File: config.mk
export PLATFORM = sky130hd
export DESIGN_NAME = perf_cache_csr_reader_flat
export DESIGN_NICKNAME = d
export VERILOG_FILES = /design/src/rtl/perf_cache_csr_reader_if.sv /design/src/rtl/perf_cache_csr_reader.sv /design/src/flat_wrapper.sv
export SDC_FILE = /design/constraint.sdc
export NUM_CORES = 1
export LEC_CHECK = 0
export BUFFER_PORTS_ARGS = -buffer_cell sky130_fd_sc_hd__buf_2
export CORE_ASPECT_RATIO = 2
export CORE_MARGIN = 2
export CORE_UTILIZATION = 30
export DETAILED_ROUTE_END_ITERATION = 7
export GPL_TIMING_DRIVEN = 1
export PLACE_DENSITY = 0.51
export SLEW_MARGIN = 0
export SYNTH_ARGS = -nofsm -noshare
export SYNTH_HDL_FRONTEND = slang
export SYNTH_SLANG_ARGS = --single-unit
export TNS_END_PERCENT = 50
File: constraint.sdc
create_clock -name clk_i -period 21.5 [get_ports clk_i]
set_clock_uncertainty 0.1 [all_clocks]
set_input_delay 1.075 -clock clk_i [delete_from_list [all_inputs] [get_ports clk_i]]
set_output_delay 1.075 -clock clk_i [all_outputs]
set_load 0.01 [all_outputs]
File: src/rtl/perf_cache_csr_reader_if.sv
// Live cache performance counters, driven by the cache (master) and sampled by the reader (slave).
`ifndef PERF_CTR_BITS
`define PERF_CTR_BITS 48
`endif

interface perf_cache_csr_reader_if #(
  parameter int CTR_BITS = `PERF_CTR_BITS
);
  logic [CTR_BITS-1:0] reads;
  logic [CTR_BITS-1:0] writes;
  logic [CTR_BITS-1:0] read_misses;
  logic [CTR_BITS-1:0] write_misses;
  logic [CTR_BITS-1:0] bank_stalls;
  logic [CTR_BITS-1:0] mshr_stalls;
  logic [CTR_BITS-1:0] pipe_stalls;
  logic [CTR_BITS-1:0] crsp_stalls;
  logic [CTR_BITS-1:0] prefetch_requests;
  logic [CTR_BITS-1:0] prefetched_blocks;
  logic [CTR_BITS-1:0] unused_prefetched_blocks;

  modport master (
    output reads, writes, read_misses, write_misses, bank_stalls, mshr_stalls,
           pipe_stalls, crsp_stalls, prefetch_requests, prefetched_blocks,
           unused_prefetched_blocks
  );
  modport slave (
    input reads, writes, read_misses, write_misses, bank_stalls, mshr_stalls,
          pipe_stalls, crsp_stalls, prefetch_requests, prefetched_blocks,
          unused_prefetched_blocks
  );
endinterface

File: src/rtl/perf_cache_csr_reader.sv
// Snapshots 11 cache perf counters into a shadow bank and serves 32-bit word reads of it.
// Optional PERF_CACHE_DELTA_EN: snapshots store live minus a clearable baseline.
`ifndef PERF_CTR_BITS
`define PERF_CTR_BITS 48
`endif

module perf_cache_csr_reader #(
  parameter int CTR_BITS   = `PERF_CTR_BITS,
  parameter int DATA_WIDTH = 32
) (
  input  logic                      clk_i,
  input  logic                      reset_i,
  perf_cache_csr_reader_if.slave    perf_cache_if_i,
  input  logic                      snap_valid_i,
`ifdef PERF_CACHE_DELTA_EN
  input  logic                      clear_valid_i,
`endif
  input  logic                      req_valid_i,
  output logic                      req_ready_o,
  input  logic [3:0]                req_idx_i,
  input  logic                      req_hi_i,
  output logic                      rsp_valid_o,
  input  logic                      rsp_ready_i,
  output logic [DATA_WIDTH-1:0]     rsp_data_o,
  output logic                      rsp_err_o
);
  localparam int NUM_CTRS = 11;
  localparam logic [3:0] MAX_IDX = 4'(NUM_CTRS - 1);

  typedef enum logic {IDLE, RSP} state_e;

  state_e                 state_q, state_d;
  logic [DATA_WIDTH-1:0]  rsp_data_q, rsp_data_d;
  logic                   rsp_err_q, rsp_err_d;

  logic [CTR_BITS-1:0]    live     [NUM_CTRS];
  logic [CTR_BITS-1:0]    shadow_q [NUM_CTRS];
  logic [CTR_BITS-1:0]    shadow_d [NUM_CTRS];
  logic [DATA_WIDTH-1:0]  word_lo  [16];
  logic [DATA_WIDTH-1:0]  word_hi  [16];

  assign live[0]  = perf_cache_if_i.reads;
  assign live[1]  = perf_cache_if_i.writes;
  assign live[2]  = perf_cache_if_i.read_misses;
  assign live[3]  = perf_cache_if_i.write_misses;
  assign live[4]  = perf_cache_if_i.bank_stalls;
  assign live[5]  = perf_cache_if_i.mshr_stalls;
  assign live[6]  = perf_cache_if_i.pipe_stalls;
  assign live[7]  = perf_cache_if_i.crsp_stalls;
  assign live[8]  = perf_cache_if_i.prefetch_requests;
  assign live[9]  = perf_cache_if_i.prefetched_blocks;
  assign live[10] = perf_cache_if_i.unused_prefetched_blocks;

  genvar gi;
  generate
    for (gi = 0; gi < NUM_CTRS; gi++) begin : g_ctr
`ifdef PERF_CACHE_DELTA_EN
      logic [CTR_BITS-1:0] baseline_q;

      always_ff @(posedge clk_i) begin
        if (!reset_i)          baseline_q <= '0;
        else if (clear_valid_i) baseline_q <= live[gi];
      end

      // Width-limited subtraction makes a wrapped counter still yield the true delta.
      assign shadow_d[gi] = live[gi] - baseline_q;
`else
      assign shadow_d[gi] = live[gi];
`endif

      always_ff @(posedge clk_i) begin
        if (!reset_i)         shadow_q[gi] <= '0;
        else if (snap_valid_i) shadow_q[gi] <= shadow_d[gi];
      end
    end

    // Pad the read mux to 16 entries so indices 11..15 read as zero.
    for (gi = 0; gi < 16; gi++) begin : g_word
      if (gi < NUM_CTRS) begin : g_real
        assign word_lo[gi] = shadow_q[gi][31:0];
        assign word_hi[gi] = 32'(shadow_q[gi] >> 32);
      end else begin : g_pad
        assign word_lo[gi] = '0;
        assign word_hi[gi] = '0;
      end
    end
  endgenerate

  always_comb begin
    state_d     = state_q;
    rsp_data_d  = rsp_data_q;
    rsp_err_d   = rsp_err_q;
    req_ready_o = 1'b0;
    rsp_valid_o = 1'b0;
    case (state_q)
      IDLE: begin
        req_ready_o = 1'b1;
        if (req_valid_i) begin
          rsp_data_d = req_hi_i ? word_hi[req_idx_i] : word_lo[req_idx_i];
          rsp_err_d  = (req_idx_i > MAX_IDX);
          state_d    = RSP;
        end
      end
      RSP: begin
        rsp_valid_o = 1'b1;
        if (rsp_ready_i) state_d = IDLE;
      end
      default: state_d = IDLE;
    endcase
  end

  always_ff @(posedge clk_i) begin
    if (!reset_i) begin
      state_q    <= IDLE;
      rsp_data_q <= '0;
      rsp_err_q  <= 1'b0;
    end else begin
      state_q    <= state_d;
      rsp_data_q <= rsp_data_d;
      rsp_err_q  <= rsp_err_d;
    end
  end

  assign rsp_data_o = rsp_data_q;
  assign rsp_err_o  = rsp_err_q;
endmodule

File: src/flat_wrapper.sv
// flat-port wrapper written by rule: the top's interface ports become plain ports
module perf_cache_csr_reader_flat 
#(
  parameter int CTR_BITS   = `PERF_CTR_BITS,
  parameter int DATA_WIDTH = 32
)
  (clk_i, reset_i, snap_valid_i, req_valid_i, req_ready_o, req_idx_i, req_hi_i, rsp_valid_o, rsp_ready_i, rsp_data_o, rsp_err_o, perf_cache_if_i_reads, perf_cache_if_i_writes, perf_cache_if_i_read_misses, perf_cache_if_i_write_misses, perf_cache_if_i_bank_stalls, perf_cache_if_i_mshr_stalls, perf_cache_if_i_pipe_stalls, perf_cache_if_i_crsp_stalls, perf_cache_if_i_prefetch_requests, perf_cache_if_i_prefetched_blocks, perf_cache_if_i_unused_prefetched_blocks);
  perf_cache_csr_reader_if #(.CTR_BITS(CTR_BITS)) perf_cache_if_i_i ();
  input  logic clk_i;
  input  logic reset_i;
  input  logic snap_valid_i;
  input  logic req_valid_i;
  output logic req_ready_o;
  input  logic [3:0] req_idx_i;
  input  logic req_hi_i;
  output logic rsp_valid_o;
  input  logic rsp_ready_i;
  output logic [DATA_WIDTH-1:0] rsp_data_o;
  output logic rsp_err_o;
  input wire logic [$bits(perf_cache_if_i_i.reads)-1:0] perf_cache_if_i_reads;
  input wire logic [$bits(perf_cache_if_i_i.writes)-1:0] perf_cache_if_i_writes;
  input wire logic [$bits(perf_cache_if_i_i.read_misses)-1:0] perf_cache_if_i_read_misses;
  input wire logic [$bits(perf_cache_if_i_i.write_misses)-1:0] perf_cache_if_i_write_misses;
  input wire logic [$bits(perf_cache_if_i_i.bank_stalls)-1:0] perf_cache_if_i_bank_stalls;
  input wire logic [$bits(perf_cache_if_i_i.mshr_stalls)-1:0] perf_cache_if_i_mshr_stalls;
  input wire logic [$bits(perf_cache_if_i_i.pipe_stalls)-1:0] perf_cache_if_i_pipe_stalls;
  input wire logic [$bits(perf_cache_if_i_i.crsp_stalls)-1:0] perf_cache_if_i_crsp_stalls;
  input wire logic [$bits(perf_cache_if_i_i.prefetch_requests)-1:0] perf_cache_if_i_prefetch_requests;
  input wire logic [$bits(perf_cache_if_i_i.prefetched_blocks)-1:0] perf_cache_if_i_prefetched_blocks;
  input wire logic [$bits(perf_cache_if_i_i.unused_prefetched_blocks)-1:0] perf_cache_if_i_unused_prefetched_blocks;
  assign perf_cache_if_i_i.reads = perf_cache_if_i_reads;
  assign perf_cache_if_i_i.writes = perf_cache_if_i_writes;
  assign perf_cache_if_i_i.read_misses = perf_cache_if_i_read_misses;
  assign perf_cache_if_i_i.write_misses = perf_cache_if_i_write_misses;
  assign perf_cache_if_i_i.bank_stalls = perf_cache_if_i_bank_stalls;
  assign perf_cache_if_i_i.mshr_stalls = perf_cache_if_i_mshr_stalls;
  assign perf_cache_if_i_i.pipe_stalls = perf_cache_if_i_pipe_stalls;
  assign perf_cache_if_i_i.crsp_stalls = perf_cache_if_i_crsp_stalls;
  assign perf_cache_if_i_i.prefetch_requests = perf_cache_if_i_prefetch_requests;
  assign perf_cache_if_i_i.prefetched_blocks = perf_cache_if_i_prefetched_blocks;
  assign perf_cache_if_i_i.unused_prefetched_blocks = perf_cache_if_i_unused_prefetched_blocks;
  perf_cache_csr_reader #(.CTR_BITS(CTR_BITS), .DATA_WIDTH(DATA_WIDTH)) u_core (.clk_i(clk_i), .reset_i(reset_i), .perf_cache_if_i(perf_cache_if_i_i), .snap_valid_i(snap_valid_i), .req_valid_i(req_valid_i), .req_ready_o(req_ready_o), .req_idx_i(req_idx_i), .req_hi_i(req_hi_i), .rsp_valid_o(rsp_valid_o), .rsp_ready_i(rsp_ready_i), .rsp_data_o(rsp_data_o), .rsp_err_o(rsp_err_o));
endmodule
---- Yosys cells after proc, flatten, opt, wreduce, memory -nomap -nowiden ----
Memory sizes are Yosys's and may differ from the RTL's.
Index checks and enable logic that the tools add are counted.
storage, ports and cells
  memories ................................ 1
  bits of input ports ..................... 538
  output and inout bits ................... 35
  bits in writable memories ............... 528
  word-level logic and storage cells ...... 47
  bits in registers ....................... 34
memory list
  memory           depth  bits a word  rd ports  clocked after Yosys merged registers in  wr ports  RTL line                     RTL
  u_core.shadow_q  11     48           11        0                                        11        perf_cache_csr_reader.sv:37  logic [CTR_BITS-1:0] shadow_q [NUM_CTRS];
cells by class
  bitwise operators ....................... 13
  multiplexer cells ....................... 27
  magnitude comparators ................... 2
  reduce and logical (&&, ||, !) cells .... 1
operators by type and width
  operator            number
  $mux 48             11
  $bmux 32 s4         2
  $mux 32             5
  $or 1x1->1          11
  $mux 1              8
  $ge 5x5->1 const B  1
  $not 4->5           1
  $gt 4x4->1 const B  1
  $pmux 1 s2          1
  $reduce_and 2->1    1
  $not 1->1           1

---- Depth between registers and ports, before layout ----
  depth after elaboration ................. 5
  depth in mapped cells ................... 7
  mapped depth without buffers ............ 4

---- Least setup slack after synthesis ----
OpenSTA, ideal clock, no wires.
  path type ............................... input to register
  start ................................... in snap_valid_i
  end ..................................... mem u_core.shadow_q[0][0] (netlist bit) (enable)
  setup time .............................. 992 ps
  data arrival time ....................... 14,176 ps
  stages on the path ...................... 3
  buffers on the path ..................... 2
  slack ................................... 6,232 ps
  required time ........................... 20,408 ps
  path through ............................ clkbuf_1 clkbuf_1 nand2b_1
RTL lines
  item                RTL line                     RTL
  start: declaration  flat_wrapper.sv:11           input logic snap_valid_i;
  end: declaration    perf_cache_csr_reader.sv:37

==> results.yml <==
logic_synthesis:
  synth-seq-cells: 562
  async_reset_ff_share_pct: 0
  ys_seq_area_share_pct: 65.70
  syn_avg_cell_area_um2: 14.82
  syn_inst: 1698
  ys.warnings.count: 0
  yosys.area.top_type: "edfxtp_1"
  synth_edf_count: 528
  synth.distinct_cells: 40
  synthFlopType: "edfxtp_1"
  ys_top_cells_by_area: "edfxtp_1 (63%), and3_1 (13%), mux4_2 (5.7%)"
  synth_fp_nets: 2236
  synth_top_area_share_pct: 63.00
  synthesis.area_um2: 25170
critical_path:
  worstSetupEndpointType: "flip-flop"
  crit_top_cell: "buf_4"
  worst-r2r-setup-slack_ps: 17860
  start_kind: "input pin"
  slowest_delay_ps: 940
  crit_chain: "buf_8, nand2b_4, buf_4, buf_4, buf_4"
  reg2reg_depth: 4
  r2r_end: "u_core.rsp_data_o[2]"
  critical_path_arrival_ps: 4950
  slowest_stage: "buf_4"
  critPathMaxFanout: 100
  required_ps: 21630
  r2r-start: "u_core.state_q"
  critical_path_class: "in -> reg"
cts:
  cts_resized: 0
  cts_tree: "yes"
  clk_latency_ps: 630
  clock_path_buffers: 3
  cts.sinks: 562
  htreeDepth: 2
  hold_buffers: 0
  cts_root_buffer: "clkbuf_16"
  post_cts_buffers: 0
  numCtsBuffers: 54
  path_clk_slew_ps: 70
worst_hold_path:
  hp-start: "u_core.rsp_err_o"
  hold_depth: 2
  min_path_type: "reg -> reg"
  min_to: "u_core.rsp_err_o"
global_routing:
  grt_pass1_wl_mm: 124.2
  antenna_found_initial: 48
  grt_overflow: 0
  grt_pass1_vias: 17850
  grt_usage_pct: 19.87
  grt_max_degree: 307
floorplanning:
  die_height_um: 413.6
  row_count: 150
  design.core.area_um2: 83330
  ioPinCount: 573
  start_util_pct: 30.20
  dieArea_um2: 86370
  die_w_um: 208.8
power_and_ir_drop:
  p_per_area_nw_per_um2: 83.63
  finalPower_uw: 2558
  p_leak_uw: 0.01373
  irDropWorstVdd_mv: 0.05457
sta:
  fin_crit_ps: 4812
  clock.fmax_mhz: 207.8
  rsz0062_at_grt: "false"
  tns_ps: 0
  max_slew_margin_pct: 14.68
  finalMaxSlewViolations: 0
  fin_crit_sh_pct: 22.38
  tightest_slew_ps: 1278
  finalSetupViolCount: 0
  finalHoldViolCount: 0
detailed_routing:
  via_per_inst: 5.192
  wl_per_cell_um: 26.84
  drc: 0
  wl_mm: 88.23
  drtAntennaViolNets: 0
  dr_total_vias: 17070
  dr.pass1.iters: 5
  drt-initial-drc-count: 1356
place:
  placed_cell_area_um2: 28770
  io_buffers: 572
  hpwl_mm: 63.04
  gp_congestion: 0.8499
status:
  status: "finished clean"
finish:
  syn_to_final_growth_pct: 21.55
  final_area_um2: 30590
  nFillCells: 8140
  fin_util_pct: 36.71
  drive_above_1_share_pct: 34.29
  final_nets: 2702
job:
  cap_viol_max_count: 0
routing by layer:
layer / GRT usage (%) / wire length [um]
met4: 8.054 / 3278
met2: 33.69 / 43140
met3: 4.693 / 6533
met1: 24.35 / 35060
met5: 0 / 217
how the worst max path moves through the flow:
stage	startpoint	to	slack, ps	depth (start not counted)
global route	snap_valid_i	u_core.shadow_q[0][73]	16420	5
CTS	snap_valid_i	u_core.shadow_q[0][73]	16730	5
finish	snap_valid_i	u_core.shadow_q[0][73]	16690	5
global placement	snap_valid_i	u_core.shadow_q[0][27]	16210	5
detailed placement	snap_valid_i	u_core.shadow_q[0][171]	16050	5
floorplan	snap_valid_i	u_core.shadow_q[0][0]	6230	3
cell families after synthesis:
family / Yosys count / share of synthesized area [%]
muxes: 192 / 10.87
buffers and inverters: 193 / 3.490
AOI/OAI and AO/OA: 179 / 5.593
DFF: 562 / 65.70
and+or+nand+nor: 572 / 14.35
state kept, by name (all words and copies together) (netlist names):
name	flops
u_core.rsp_data_o	32
u_core.state_q	1
u_core.rsp_err_o	1
u_core.shadow_q	528
where the power goes:
group	total, uW	internal (uW)	switching (uW)
Sequential	1320	1290	28.9
Clock	985	556	428
Combinational	255	111	144
Total	2560	1960	602
worst max-delay path: cells and delay by family:
family | cells | cell delay [ps]
buffers and inverters | 4 | 3150
AND/OR/NAND/NOR | 1 | 480
through the flow:
stage | hold WS (ps) | worst slack, ps | cells
global placement | 350.6 | 16210 | 3171
CTS | 368.3 | 16730 | 3269
detailed placement | 354.6 | 16050 | 3172
finish | 360.2 | 16690 | 3287
global route | 406.8 | 16420 | 3279
floorplan | 376.1 | 6232 | 1698
synthesized netlist by cell type (6+ instances only):
| master | number |
|---|---|
| and3_1 | 528 |
| edfxtp_1 | 528 |
| clkbuf_1 | 137 |
| mux2i_1 | 118 |
| a22oi_1 | 69 |
| mux4_2 | 64 |
| dfxtp_1 | 34 |
| o2bb2ai_1 | 32 |
| o22ai_1 | 22 |
| a2bb2oi_1 | 20 |
| buf_2 | 18 |
| nand3_1 | 17 |
| o211ai_1 | 15 |
| buf_6 | 11 |
| a222oi_1 | 10 |
| buf_4 | 10 |
| mux2_2 | 10 |
| inv_1 | 8 |
| buf_1 | 6 |
| nand3b_1 | 6 |
| o221ai_1 | 6 |
placed cells by master, fill, tap and decap left out, types with 21 or more instances in the layout:
| master | count |
|---|---|
| mux2i_1 | 118 |
| and3_1 | 528 |
| dfxtp_1 | 34 |
| o22ai_1 | 22 |
| edfxtp_1 | 528 |
| o2bb2ai_1 | 32 |
| clkbuf_16 | 55 |
| buf_4 | 21 |
| a22oi_1 | 69 |
| buf_2 | 567 |
| mux4_2 | 64 |
cell type report:
| cell class | count | area (um2) | share of cell area [%] |
|---|---|---|---|
| sequential | 562 | 16540 | 54.06 |
| multi-input combinational | 943 | 7780 | 25.43 |
| timing repair buffer | 593 | 3088 | 10.09 |
| clock buffer | 73 | 1484 | 4.851 |
| tap | 1064 | 1331 | 4.352 |
| clock inverter | 24 | 289.0 | 0.9448 |
| antenna | 18 | 45.04 | 0.1472 |
| inverter | 10 | 37.54 | 0.1227 |
Power figures use the tool's default switching activity.
